===== src/rtl/mem_access_unit.sv =====
// mem_access_unit: single-outstanding load/store initiator for the RV32
// data-memory port. Loads read a word and extend it. Word stores write
// byte-swapped data. Byte/half stores do read-modify-write (RD, GAP, WR).
// Optional feature: define MEM_ACCESS_ALIGN_CHECK_EN to reject misaligned
// half/word accesses with resp_err and no memory command.
module mem_access_unit #(
    parameter int unsigned MEM_LAT = 1
) (
    input  logic        clk,
    input  logic        reset_n,
    input  logic        req_valid,
    output logic        req_ready,
    input  logic        req_write,
    input  logic [1:0]  req_size,
    input  logic        req_unsigned,
    input  logic [31:0] req_addr,
    input  logic [31:0] req_wdata,
    output logic        resp_valid,
    output logic [31:0] resp_rdata,
    output logic        resp_err,
    output logic [1:0]  mem_ctrl_input,
    output logic [31:0] address,
    output logic [31:0] w_data,
    input  logic [31:0] read_data
);

    localparam int unsigned     CNT_W    = (MEM_LAT > 1) ? $clog2(MEM_LAT) : 1;
    localparam logic [CNT_W-1:0] CNT_LAST = CNT_W'(MEM_LAT - 1);

    localparam logic [2:0] ST_IDLE = 3'd0;
    localparam logic [2:0] ST_RD   = 3'd1;
    localparam logic [2:0] ST_GAP  = 3'd2;
    localparam logic [2:0] ST_WR   = 3'd3;
    localparam logic [2:0] ST_DONE = 3'd4;

    localparam logic [1:0] CTRL_NONE  = 2'b00;
    localparam logic [1:0] CTRL_READ  = 2'b10;
    localparam logic [1:0] CTRL_WRITE = 2'b01;

    localparam logic [1:0] SZ_BYTE = 2'b00;
    localparam logic [1:0] SZ_HALF = 2'b01;

    // Responder stores w_data[7:0] at a+3, so swapping bytes yields little-endian memory
    function automatic logic [31:0] byte_swap(input logic [31:0] v);
        return {v[7:0], v[15:8], v[23:16], v[31:24]};
    endfunction

    // Sign/zero extension of the low byte or half of the fetched word
    function automatic logic [31:0] load_extend(input logic [31:0] word,
                                                input logic [1:0]  size,
                                                input logic        uns);
        logic [31:0] res;
        case (size)
            SZ_BYTE: res = uns ? {24'd0, word[7:0]}  : {{24{word[7]}}, word[7:0]};
            SZ_HALF: res = uns ? {16'd0, word[15:0]} : {{16{word[15]}}, word[15:0]};
            default: res = word;
        endcase
        return res;
    endfunction

    // Replace the low byte or half of the fetched word with store data
    function automatic logic [31:0] store_merge(input logic [31:0] word,
                                                input logic [15:0] wdata,
                                                input logic [1:0]  size);
        logic [31:0] res;
        if (size == SZ_BYTE) begin
            res = {word[31:8], wdata[7:0]};
        end else begin
            res = {word[31:16], wdata};
        end
        return res;
    endfunction

    logic [2:0]       state_q, state_d;
    logic [CNT_W-1:0] cnt_q, cnt_d;
    logic             write_q, write_d;
    logic [1:0]       size_q, size_d;
    logic             unsigned_q, unsigned_d;
    logic [15:0]      wdata_q, wdata_d;
    logic [31:0]      rd_word_q, rd_word_d;
    logic [31:0]      address_q, address_d;
    logic [31:0]      w_data_q, w_data_d;
    logic [31:0]      resp_rdata_q, resp_rdata_d;
    logic             resp_err_q, resp_err_d;
    logic             resp_valid_q, resp_valid_d;
    logic             req_ready_q, req_ready_d;
    logic [1:0]       ctrl_q, ctrl_d;
    logic             misalign_c;

`ifdef MEM_ACCESS_ALIGN_CHECK_EN
    // Half at odd address or word not on a 4-byte boundary
    always_comb begin
        misalign_c = ((req_size == SZ_HALF) && req_addr[0]) ||
                     (req_size[1] && (req_addr[1:0] != 2'b00));
    end
`else
    // No alignment checking: misaligned accesses touch the literal bytes
    always_comb begin
        misalign_c = 1'b0;
    end
`endif

    // Next-state and registered-output computation
    always_comb begin
        state_d      = state_q;
        cnt_d        = cnt_q;
        write_d      = write_q;
        size_d       = size_q;
        unsigned_d   = unsigned_q;
        wdata_d      = wdata_q;
        rd_word_d    = rd_word_q;
        address_d    = address_q;
        w_data_d     = w_data_q;
        resp_rdata_d = resp_rdata_q;
        resp_err_d   = resp_err_q;

        case (state_q)
            ST_IDLE: begin
                if (req_valid) begin
                    write_d      = req_write;
                    size_d       = req_size;
                    unsigned_d   = req_unsigned;
                    wdata_d      = req_wdata[15:0];
                    address_d    = req_addr;
                    resp_rdata_d = 32'd0;
                    resp_err_d   = 1'b0;
                    cnt_d        = '0;
                    if (misalign_c) begin
                        resp_err_d = 1'b1;
                        address_d  = address_q;
                        state_d    = ST_DONE;
                    end else if (!req_write || !req_size[1]) begin
                        // Loads and sub-word stores both start with a read
                        state_d = ST_RD;
                    end else begin
                        w_data_d = byte_swap(req_wdata);
                        state_d  = ST_WR;
                    end
                end
            end
            ST_RD: begin
                if (cnt_q == CNT_LAST) begin
                    cnt_d     = '0;
                    rd_word_d = read_data;
                    if (write_q) begin
                        state_d = ST_GAP;
                    end else begin
                        resp_rdata_d = load_extend(read_data, size_q, unsigned_q);
                        state_d      = ST_DONE;
                    end
                end else begin
                    cnt_d = cnt_q + CNT_W'(1);
                end
            end
            ST_GAP: begin
                w_data_d = byte_swap(store_merge(rd_word_q, wdata_q, size_q));
                cnt_d    = '0;
                state_d  = ST_WR;
            end
            ST_WR: begin
                if (cnt_q == CNT_LAST) begin
                    cnt_d   = '0;
                    state_d = ST_DONE;
                end else begin
                    cnt_d = cnt_q + CNT_W'(1);
                end
            end
            ST_DONE: begin
                state_d = ST_IDLE;
            end
            default: begin
                state_d = ST_IDLE;
            end
        endcase

        // Command encoding follows the next state so it can never be 11
        if (state_d == ST_RD) begin
            ctrl_d = CTRL_READ;
        end else if (state_d == ST_WR) begin
            ctrl_d = CTRL_WRITE;
        end else begin
            ctrl_d = CTRL_NONE;
        end
        resp_valid_d = (state_d == ST_DONE);
        req_ready_d  = (state_d == ST_IDLE);
    end

    // State and output registers; reset aborts any operation in flight
    always_ff @(posedge clk or negedge reset_n) begin
        if (!reset_n) begin
            state_q      <= ST_IDLE;
            cnt_q        <= '0;
            write_q      <= 1'b0;
            size_q       <= 2'b00;
            unsigned_q   <= 1'b0;
            wdata_q      <= 16'd0;
            rd_word_q    <= 32'd0;
            address_q    <= 32'd0;
            w_data_q     <= 32'd0;
            resp_rdata_q <= 32'd0;
            resp_err_q   <= 1'b0;
            resp_valid_q <= 1'b0;
            req_ready_q  <= 1'b1;
            ctrl_q       <= CTRL_NONE;
        end else begin
            state_q      <= state_d;
            cnt_q        <= cnt_d;
            write_q      <= write_d;
            size_q       <= size_d;
            unsigned_q   <= unsigned_d;
            wdata_q      <= wdata_d;
            rd_word_q    <= rd_word_d;
            address_q    <= address_d;
            w_data_q     <= w_data_d;
            resp_rdata_q <= resp_rdata_d;
            resp_err_q   <= resp_err_d;
            resp_valid_q <= resp_valid_d;
            req_ready_q  <= req_ready_d;
            ctrl_q       <= ctrl_d;
        end
    end

    assign req_ready      = req_ready_q;
    assign resp_valid     = resp_valid_q;
    assign resp_rdata     = resp_rdata_q;
    assign resp_err       = resp_err_q;
    assign mem_ctrl_input = ctrl_q;
    assign address        = address_q;
    assign w_data         = w_data_q;

endmodule


===== config.mk =====
export PLATFORM = sky130hd
export DESIGN_NAME = mem_access_unit
export DESIGN_NICKNAME = d
export VERILOG_FILES = /design/src/rtl/mem_access_unit.sv
export SDC_FILE = /design/constraint.sdc
export NUM_CORES = 1
export LEC_CHECK = 0
export BUFFER_PORTS_ARGS = -buffer_cell sky130_fd_sc_hd__clkbuf_2
export CAP_MARGIN = 10
export CORE_MARGIN = 3
export CORE_UTILIZATION = 36
export DETAILED_ROUTE_END_ITERATION = 16
export HOLD_SLACK_MARGIN = 0.12
export SLEW_MARGIN = 20
export SYNTH_ARGS = -nofsm -noshare
export SYNTH_HDL_FRONTEND = slang
export SYNTH_SLANG_ARGS = --single-unit

===== constraint.sdc =====
create_clock -name clk -period 2.5 [get_ports clk]
set_input_delay 0.125 -clock clk [delete_from_list [all_inputs] [get_ports clk]]
set_output_delay 0.125 -clock clk [all_outputs]
set_load 0.03 [all_outputs]

---- After elaboration in Yosys (flattened, before gate mapping) ----
Index checks and enable logic that the tools add are counted.
W data, S select, Z words.
storage, ports and cells
  memories kept ........................... 0
  bits in writable memories ............... 0
  memory bits (read-only) ................. 0
  latch bits .............................. 0
  register bits after elaboration ......... 156
cells by class
  $mul .................................... 0
  reductions and logical operators ........ 15
  shift-type cells ........................ 0
  bitwise operators ....................... 1
  muxes and demuxes ....................... 22
  $add $sub $neg .......................... 1
  $lt $le $gt $ge ......................... 0
  div/mod/pow operators ................... 0
  equality and inequality tests ........... 11
operator list
  kind                   count
  $mux W32               7
  $pmux W32 S2           3
  $mux W16               1
  $mux W3                4
  $pmux W3 S4            1
  $eq A3 B2 Y1 const B   3
  $ne A2 B2 Y1 const B   4
  $eq A3 B1 Y1 const B   2
  $logic_not A3 Y1       2
  $reduce_and A2 Y1      3
  $mux W2                2
  $reduce_and A4 Y1      1
  $reduce_bool A2 Y1     2
  $eq A3 B3 Y1 const B   1
  $mux W1                3
  $pmux W1 S3            1
  $reduce_and A3 Y1      1
  $reduce_bool A3 Y1     1
  $eq A2 B1 Y1 const B   1
  $logic_not A1 Y1       2
  $logic_not A2 Y1       1
  $reduce_or A2 Y1       1
  $add A1 B1 Y1 const B  1
  $logic_or A1 B1 Y1     1
  $not A1 Y1             1

---- Logic depth before layout (Yosys ltp) ----
  word-level depth ........................ 8
  depth in mapped cells ................... 6
  gate-level depth less buffers ........... 4

---- Worst setup path before layout ----
Ideal clock, no wire load.
  kind .................................... flip-flop to flip-flop
  start ................................... reg state_q[0]
  end ..................................... reg w_data_q[13] (netlist: w_data[13])
  library setup time ...................... 0.125 ns
  path slack .............................. 0.740 ns
  clock period less this slack ............ 1.760 ns
  data arrival time ....................... 1.636 ns
  cell stages (with the launch flop) ...... 6
  required time ........................... 2.375 ns
  path buffers ............................ 2
  cells stage by stage .................... dfrtp_1 > buf_4 > nor3b_4 > buf_6 > mux2_2 > mux2_2
between the ends
  longest elaborated chain between the ends .. 3
  elaborated cells between the ends (all ways) .. 7
RTL lines
  element                                                              RTL line  source
  start: declaration                                                   74        logic [2:0] state_q, state_d;
  start signal: assignment                                             206       state_q <= state_d;
  $eq A3 B2 Y1 / $logic_not A3 Y1 (equally long branches)              117       case (state_q)
  $reduce_bool A2 Y1 (no line) / $ne A2 B2 Y1 (equally long branches)  n/a
  $reduce_and A3 Y1 (no line)                                          n/a
  end signal: assignment                                               214       w_data_q <= w_data_d;
  end: declaration                                                     82        logic [31:0] w_data_q, w_data_d;
Several ways; a longest one is shown, not always the timed one.
A chain may end at the register's enable or synchronous reset.

---- Final worst setup path ----
  start ................................... reg state_q[2]
  end ..................................... reg ctrl_q[1] (netlist: mem_ctrl_input[1])
between the ends
  longest elaborated chain between the ends .. 4
  elaborated cells between the ends (all ways) .. 10
RTL lines
  element                               RTL line  source
  $eq A3 B2 Y1 (tied with other cells)  117
  $pmux W3 S4 (*)                       117
  $eq A3 B1 Y1 (*)                      177       if (state_d == ST_RD) begin
  $mux W2 (*)                           177
  named net ctrl_d[1]                   87        logic [1:0] ctrl_q, ctrl_d;
  end signal: assignment                219       ctrl_q <= ctrl_d;
  end: declaration                      87
The timed path passes the listed nets; every way through them passes the cells marked *.

==> flow_summary.yaml <==
sta:
  fin_crit_ns: 2.19
  timing.hold.ws_ns: 0.181
  setup_violations: 0
  slew_viol_final: 0
  grt_setup_unrepaired: "no"
  final-hold-violation-count: 0
  tns_ns: 0
  fin_crit_sh_pct: 87.5
  max_freq_ghz: 0.457
  slew_headroom_pct: 66.2
  tightest_slew_ns: 0.507
  skew_ns: 0.00759
floorplan:
  core_um2: 16900
  die-width_um: 139
  die_y_um: 139
  start_util_pct: 37.6
  die_area_um2: 19300
  fp-row-count: 47
  ioPinCount: 204
setup_path:
  regToRegSetupSlack_ns: 0.31
  r2r_start: "state_q[2]"
  crit_type: "reg2reg"
  critPathLaunch: "state_q[2]"
  reg2reg_depth: 4
  setup.worst_path.start_class: "flop"
  endpoint_kind: "flop"
  rr_endpoint: "mem_ctrl_input[1]"
  cp.required_ns: 2.84
  path_max_fanout: 54
  cp.arrival_ns: 2.53
synth:
  syn_area_um2: 6360
  ys_seq_elements: 147
  synth_cells: 574
  synth.top_cell.area_share_pct: 57.4
  ys_warn_count: 0
  synth_area_leader_cell: "dfrtp_1"
  seq_area_frac_synth_pct: 57.8
  syn_nets: 677
  synth_cell_types: 35
  synth.area.top_cells: "dfrtp_1 57%, mux2_2 13%, nand2_1 11%"
  syn_area_per_cell_um2: 11.1
power_and_ir_drop:
  p_seq_share_pct: 35.5
  p_sw_mw: 4.87
  power.leakage_nw: 4.55
  power_mw: 11.8
  powerDensity_nw_per_um2: 1290
  intPower_mw: 6.89
  p_clk_share_pct: 19.6
  ir_drop_uv: 764
  switching_share_pct: 41.4
  comb_power_share_pct: 44.9
place:
  place.gp.congestion: 0.850
  place_hpwl_mm: 11.7
  port_buffers: 202
route:
  remaining_drc_errors: 0
  wirelength_mm: 17.0
  drt_first_pass_iters: 4
  wl_per_cell_um: 15.4
  vias: 5245
  drtIter0Drc: 187
  final_antenna_net_count: 0
  avgViaCountPerCell: 4.76
global_routing:
  antenna_found_initial: 0
  grt_pass1_vias: 5550
  grt_max_degree: 73
  grtUsageTotal_pct: 18.0
  globalRouteOverflowTotal: 0
  grt_pass1_wl_mm: 28.4
layout:
  final_common_cell: "clkbuf_2"
  antenna_cells: 0
  areaGrowthSynthToFinish_pct: 42.9
  layout_common_cells: "201 x clkbuf_2, 188 x nand2_1, 146 x dfrtp_1"
  fin_nets: 973
  layout-drive-gt1-share_pct: 37.6
  fillers: 1475
clocking:
  clk_pin_slew_ns: 0.06
  htreeDepth: 4
  clock-sinks: 147
  cts_tree: "done"
  cts_buffers: 17
  root_buffer: "clkbuf_16"
  clock_latency_ns: 0.41
  clockBufferDepth: 2
run:
  maxCapViolCount: 0
worst_hold_path:
  hold_class: "in2async"
status:
  status: "finished clean"
per-layer routing:
layer | wire length, um | up-vias | share of wire, % | global-route usage, %
met5 | 0 | - | 0 | 0
met4 | 161 | 0 | 0.95 | 5.05
met3 | 1270 | 14 | 7.5 | 6.38
met2 | 8300 | 191 | 49 | 29.4
met1 | 7270 | 2509 | 43 | 22.8
li1 | - | 2531 | - | -
cell usage after synthesis:
cell type,count
or2_1,1
dfstp_2,1
nand2_1,188
buf_2,8
mux2_1,7
o21ai_1,9
buf_6,11
o21ai_2,1
clkinv_2,1
nor4b_4,1
nor3b_1,2
a22o_1,16
or4b_1,2
a21oi_1,16
a221o_1,8
nor4b_2,1
a31oi_1,1
or3_1,1
nor3_1,2
and3_1,1
mux2i_1,2
o21ai_0,31
clkbuf_1,18
o21bai_1,1
nor2_1,2
or3b_1,2
or2_2,1
mux2_2,73
or3b_2,8
dfrtp_1,146
buf_4,6
nor2b_1,3
a21oi_2,1
conb_1,1
nor3b_4,1
flip-flops by register name (all words and copies together), names as in the netlist:
signal          flops
unsigned_q          1
mem_ctrl_input      2
req_ready           1
wdata_q            16
rd_word_q          24
size_q              2
write_q             1
state_q             3
w_data             32
address            32
resp_rdata         32
resp_valid          1
final cells by class:
| type | count | area [um^2] | share of cell area, % |
|---|---|---|---|
| sequential | 147 | 3680 | 40.5 |
| multi-input combinational | 383 | 2420 | 26.6 |
| timing repair buffer | 320 | 2190 | 24.0 |
| clock buffer | 25 | 475 | 5.23 |
| tap | 220 | 275 | 3.03 |
| clock inverter | 6 | 55.1 | 0.605 |
| inverter | 1 | 5.00 | 0.0550 |
cell families (layout without fill, tap and decap cells):
group / after synthesis / in the layout / synth area share, %
other cells: 1 / 1 / 0.0589
buf+inv: 44 / 352 / 4.42
simple gates: 216 / 216 / 14.9
flops: 147 / 147 / 57.8
compound gates: 84 / 84 / 8.35
mux: 82 / 82 / 14.5
how the worst max path moves through the flow:
stage	to	depth (start not counted)
final	mem_ctrl_input[1]	4
after global routing	mem_ctrl_input[1]	4
after CTS	mem_ctrl_input[1]	4
after detailed placement	w_data[10]	4
after global placement	resp_rdata[0]	4
after floorplan	w_data[13]	5
stage by stage:
step / utilization, % / cells / area (um^2) / worst slack, ns
floorplan: - / 574 / 6360 / 0.740
detailed placement: 44.4 / 968 / 7530 / 0.513
CTS: 53.7 / 1102 / 9090 / 0.0611
global placement: 44.4 / 968 / 7530 / 0.552
global route: 53.7 / 1102 / 9090 / 0.217
finish: 53.7 / 1102 / 9090 / 0.312
worst max-delay path: stages, from the launching register on:
cell	delay, ns
dfrtp_1	0.55
or4b_4	0.68
buf_12	0.23
a21oi_2	0.11
dlygate4sd3_1	0.54
power by group through the flow:
stage / registers, mW / logic, mW / clock network (mW)
after floorplan: 5.41 / 2.50 / 0
after global placement: 4.15 / 5.09 / 0
after detailed placement: 4.19 / 5.20 / 0
after CTS: 4.17 / 5.35 / 2.39
after global routing: 4.32 / 5.75 / 2.51
final: 4.17 / 5.28 / 2.30
timing repair:
| item | 4_1_cts | 5_1_grt |
|---|---|---|
| hold endpoints to repair | 242 | 0 |
| setup buffers | 0 | 0 |
| resized for setup | 0 | 1 |
| hold buffers | 103 | 0 |
| setup endpoints to repair | 0 | 1 |
Note: power is estimated with default switching activity, not from simulation.
